## config.mk

```make
export PLATFORM = sky130hd
export DESIGN_NAME = mem_arbiter
export DESIGN_NICKNAME = d
export VERILOG_FILES = /design/src/rtl/mem_arbiter.sv
export SDC_FILE = /design/constraint.sdc
export NUM_CORES = 1
export LEC_CHECK = 0
export ABC_AREA = 1
export CAP_MARGIN = 5
export CORE_MARGIN = 1.5
export CORE_UTILIZATION = 25
export CTS_CLUSTER_DIAMETER = 80
export DETAILED_ROUTE_END_ITERATION = 8
export PLACE_DENSITY = 0.85
export SLEW_MARGIN = 20
export SYNTH_ARGS = -nofsm -noshare
export SYNTH_HDL_FRONTEND = slang
export SYNTH_SLANG_ARGS = --single-unit
export TNS_END_PERCENT = 5
```

## constraint.sdc

```tcl
create_clock -name CLK -period 2.4 [get_ports CLK]
set_clock_uncertainty 0.2 [all_clocks]
set_input_delay 0.48 -clock CLK [delete_from_list [all_inputs] [get_ports CLK]]
set_output_delay 0.48 -clock CLK [all_outputs]
set_load 0.005 [all_outputs]
```

## src/rtl/mem_arbiter.sv

```systemverilog
// Shares one single-port, fixed-latency memory between the fetch and data ports, round-robin by default.
// Define MEM_ARB_DATA_PRIO_EN to give the data port fixed priority instead.
`timescale 1ns/1ps
module mem_arbiter #(
  parameter int ADDR_W  = 16,
  parameter int DATA_W  = 16,
  parameter int MEM_LAT = 2
) (
  input  logic              CLK,
  input  logic              RST_N,
  input  logic              if_req,
  input  logic [ADDR_W-1:0] if_addr,
  output logic              if_gnt,
  output logic              if_rvalid,
  output logic [DATA_W-1:0] if_rdata,
  input  logic              d_req,
  input  logic              d_we,
  input  logic [ADDR_W-1:0] d_addr,
  input  logic [DATA_W-1:0] d_wdata,
  output logic              d_gnt,
  output logic              d_rvalid,
  output logic [DATA_W-1:0] d_rdata,
  input  logic              halt,
  output logic              idle,
  output logic              mem_en,
  output logic              mem_we,
  output logic [ADDR_W-1:0] mem_addr,
  output logic [DATA_W-1:0] mem_wdata,
  input  logic [DATA_W-1:0] mem_rdata
);

  localparam logic PORT_IF = 1'b0;
  localparam logic PORT_D  = 1'b1;

  logic               grant_ok;
  logic               rd_push;
  logic [MEM_LAT-1:0] fl_valid;
  logic [MEM_LAT-1:0] fl_port;

  // Grants are combinational, so they are also gated by reset to keep them low while RST_N is asserted.
  assign grant_ok = RST_N & ~halt;

`ifdef MEM_ARB_DATA_PRIO_EN
  assign d_gnt  = grant_ok & d_req;
  assign if_gnt = grant_ok & if_req & ~d_req;
`else
  logic last;

  assign if_gnt = grant_ok & if_req & (~d_req | (last == PORT_D));
  assign d_gnt  = grant_ok & d_req & (~if_req | (last == PORT_IF));

  always_ff @(posedge CLK or negedge RST_N) begin
    if (!RST_N) begin
      last <= PORT_D;
    end else if (if_gnt) begin
      last <= PORT_IF;
    end else if (d_gnt) begin
      last <= PORT_D;
    end
  end
`endif

  assign mem_en    = if_gnt | d_gnt;
  assign mem_we    = d_gnt & d_we;
  assign mem_addr  = d_gnt ? d_addr : if_addr;
  assign mem_wdata = d_gnt ? d_wdata : '0;

  // In-flight reads: stage 0 is the newest grant, stage MEM_LAT-1 lines up with mem_rdata.
  assign rd_push = if_gnt | (d_gnt & ~d_we);

  always_ff @(posedge CLK or negedge RST_N) begin
    if (!RST_N) begin
      fl_valid <= '0;
      fl_port  <= '0;
    end else begin
      fl_valid[0] <= rd_push;
      fl_port[0]  <= d_gnt;
      for (int i = 1; i < MEM_LAT; i++) begin
        fl_valid[i] <= fl_valid[i-1];
        fl_port[i]  <= fl_port[i-1];
      end
    end
  end

  assign if_rvalid = fl_valid[MEM_LAT-1] & (fl_port[MEM_LAT-1] == PORT_IF);
  assign d_rvalid  = fl_valid[MEM_LAT-1] & (fl_port[MEM_LAT-1] == PORT_D);
  assign if_rdata  = mem_rdata;
  assign d_rdata   = mem_rdata;

  assign idle = RST_N & halt & ~(|fl_valid);

endmodule
```

Word level (Yosys, flattened, before mapping)

Cells that the tools add are included.
W data, S select, Z words.

Bitwise gates (word level): 22
Reductions and logical operators: 2
Mux-type cells: 4

Operators by type and width:

| cell               | number |
|---|---|
| $mux W16           | 2 |
| $and A1 B1 Y1      | 11 |
| $not A1 Y1         | 7 |
| $or A1 B1 Y1       | 4 |
| $mux W1            | 2 |
| $reduce_bool A2 Y1 | 1 |
| $reduce_or A2 Y1   | 1 |

Output and inout bits: 71
Flip-flop bits (word level): 5
Logic and storage cells: 31

Depth between registers and ports, before layout

Depth after elaboration: 6
Gate-level depth with buffers: 5
Gate-level depth less buffers: 5

Least setup slack after synthesis

OpenSTA, ideal clock, no wires.

Kind: input to output
Start: in if_req
End: out mem_wdata[0]
Arrival: 1.031 ns
Required time: 1.720 ns
Path slack: 0.689 ns
Stages on the path: 4
Cell sequence: nand2_2 -> nand4_4 -> buf_6 -> nor2_1

Cells in the longest elaborated chain, start to end: 4

Ends and longest elaborated chain:

| element       | RTL line | source |
|---|---|---|
| from (decl)   | 11       | `input logic if_req,` |
| $not A1 Y1    | 50       | `assign d_gnt = grant_ok & d_req & (~if_req \| (last == PORT_IF));` |
| $or A1 B1 Y1  | 50       |  |
| $and A1 B1 Y1 | 50       |  |
| $mux W16      | 66       | `assign mem_wdata = d_gnt ? d_wdata : '0;` |
| to (decl)     | 28       | `output logic [DATA_W-1:0] mem_wdata,` |

No other way between the ends.

Final worst setup path

Start: reg last
End: out mem_addr[15]

Cells in the longest elaborated chain, start to end: 4

Ends and longest elaborated chain:

| element                | RTL line | source |
|---|---|---|
| from (decl)            | 47       | `logic last;` |
| from (signal assigned) | 54       | `last <= PORT_D;` |
| from (signal assigned) | 56       | `last <= PORT_IF;` |
| from (signal assigned) | 58       | `last <= PORT_D;` |
| $not A1 Y1             | 50       |  |
| $or A1 B1 Y1           | 50       |  |
| $and A1 B1 Y1          | 50       |  |
| $mux W16               | 65       | `assign mem_addr = d_gnt ? d_addr : if_addr;` |
| to (decl)              | 27       | `output logic [ADDR_W-1:0] mem_addr,` |

No other way between the ends.

==> reports/summary.txt <==
LEAKAGE - 0.00108 uW
CP Class - reg -> out
Fmax - 401 MHz
CTS Hold Buffers Added - 0
Pwr/cell area - 254 nW/um^2
Leading area contributor after synthesis - buf_4
Most common cell after layout, fill and taps aside - clkdlybuf4s50_1
Syn Area/Cell - 6.07 um^2
IO buf count - 92
Crit end category - output pin
Crit-path max FO - 7
XOR/XNOR Fraction of Synth Area - 0
Boundary Pins - 141
Starting utilization of the core area - 0.268
Clk Latency, worst-skew pair - 0.25 ns
YS warnings - 0
Worst Path Arrival - 1.82 ns
Slew Limit Fails - 0
Synth area leaders - buf_4 (27%), nand2_1 (16%), nand4_1 (12%)
Ant diodes - 0
Nature of the critical path startpoint - flop
Largest family of logic cells by synthesized area - buffers and inverters
Global-route wire length before repair - 5090 um
Maxcap violations - 0
Initial DRT Pass Iterations - 4
DRT antenna net count - 0
Pre-CTS WS - -0.452 ns
Final WS setup - -0.0957 ns
Peak supply drop - 0.176 mV
Die Width - 63.5 um
Mux cell area share after synthesis - 0
Synth Area in Adders - 0
Via count - 1146
Post-synth cell types - 16
Die Ht - 63.5 um
Area Overhead vs Synth - 97.5%
Post-synthesis simple-gate area fraction - 0.429
Fin Hold WS - 0.108 ns
Clock root buffer - clkbuf_4
Final period utilization - 1.04
Number of global-route vias before repair - 1200
Largest net degree at the start of global routing - 20
Minimum clock period - 2.50 ns
Seq/Total Area, Yosys - 0.138
Worst path required time - 1.72 ns
CTS sink cnt - 5
Commonest cells after routing, fill and taps aside - clkdlybuf4s50_1 (60), nand2_1 (39), inv_1 (23)
Wire length per cell - 11.5 um
Drt drc - 0
# fillers - 327
RSZ-0062 raised after global routing - true
Routed WL - 3120 um
Mapped cell area - 916 um^2
Slew margin rel. - 0.880
All-Layer GR Usage - 0.155
Drt initial violations - 45
Hold Path Class - in -> async
Compound-Gate Fraction of Synth Area - 0
Total gr overflow - 0
CTS tree - built
Die ar. - 4040 um^2
Gpl congestion - 0.672
Slew of the pin with the lowest slew margin - 0.180 ns
Core ar. - 3420 um^2
Final Hold Vio Count - 0
Power Total - 460 uW
Layout cells sized above 1 - 0.125
# rows - 21
CTS clk-pin slew, worst paths - 0.05 ns
Dpl hpwl - 2320 um
Status - finished with violations
Synth top area share - 0.270
Failing checks - negative setup slack
Clk buf depth - 2
Total CTS buffers - 3
Mapped Nets - 221
Fin nets - 295
Yosys reg bits - 5
Final setup fails - 7
Initial antenna violation count - 0
Mapped Cells - 151
Number of vias per cell - 4.24
CTS H-tree depth - 1
==> path summary, 6_finish.rpt <==
kind | start | to | slack (ns) | cells past startpoint
setup / recovery | last | mem_addr[15] | -0.1 | 6
hold / removal | RST_N | fl_port[0] | 0.11 | 2
setup reg to reg | last | fl_valid[0] | 1.12 | 4
hold reg to reg | fl_port[0] | fl_port[1] | 0.15 | 0
max in group asynchronous | RST_N | last | 1.72 | 2
min in group CLK | fl_port[0] | fl_port[1] | 0.15 | 0
==> Yosys cell counts <==
| cell | count |
|---|---|
| buf_2 | 2 |
| buf_4 | 33 |
| buf_6 | 4 |
| dfrtp_1 | 4 |
| dfstp_2 | 1 |
| inv_1 | 23 |
| inv_2 | 2 |
| nand2_1 | 39 |
| nand2_2 | 1 |
| nand3_1 | 2 |
| nand4_1 | 17 |
| nand4_4 | 1 |
| nor2_1 | 19 |
| nor2_2 | 1 |
| nor2_8 | 1 |
| nor3_1 | 1 |
==> final cells by class <==
cell class	count	area [um^2]	share of cell area
Sequential cell	5	126	0.0698
Clock buffer	3	22.5	0.0124
Timing Repair Buffer	108	1110	0.614
Clock inverter	1	5.00	0.00277
Multi-Input combinational cell	82	393	0.217
Tap cell	46	57.6	0.0318
Inverter	25	93.8	0.0519
==> per-layer routing <==
| layer | track usage | up-vias | routed length, um |
|---|---|---|---|
| met5 | 0 | - | 0 |
| met4 | 0.0679 | 0 | 46 |
| met3 | 0.0446 | 9 | 380 |
| met2 | 0.297 | 77 | 1630 |
| met1 | 0.150 | 484 | 1050 |
| li1 | - | 576 | - |
==> through the flow <==
step	cells	util	setup TNS [ns]	instance area [um^2]
floorplan	151	-	0	916
global placement	261	0.494	-12.54	1690
detailed placement	261	0.494	-13.68	1690
CTS	269	0.521	-1.82	1780
global route	270	0.530	-1.25	1810
finish	270	0.530	-0.499	1810
==> state kept, by name (all words and copies together), names as in the netlist <==
signal    flops
fl_port       2
fl_valid      2
last          1
==> cell families (layout without fill, tap and decap cells) <==
group | count (synthesis) | count (layout)
buf+inv | 64 | 137
flops | 5 | 5
simple gates | 82 | 82
==> where the power goes <==
group	leakage (uW)	switching [uW]	internal, uW
sequential	0.0000645	4.30	93.6
clock	0.0000177	39.1	60.5
combinational	0.00100	95.9	166
==> worst max-delay path: stages (launching register included) <==
cell and delay [ns]:
dfstp_2 0.54, nand2_2 0.07, nand4_4 0.10, bufbuf_16 0.27
nand2_1 0.05, nand2_1 0.05, clkdlybuf4s50_1 0.49
==> timing repair <==
| action | CTS | global route |
|---|---|---|
| gates cloned | 1 | 0 |
| hold endpoints to repair | 0 | 0 |
| pin swaps | 1 | 0 |
| gates resized for setup | 28 | 9 |
| setup buffers | 3 | 1 |
| endpoints found under the setup margin | 37 | 18 |
No activity file was read; power rests on OpenSTA's default activity.
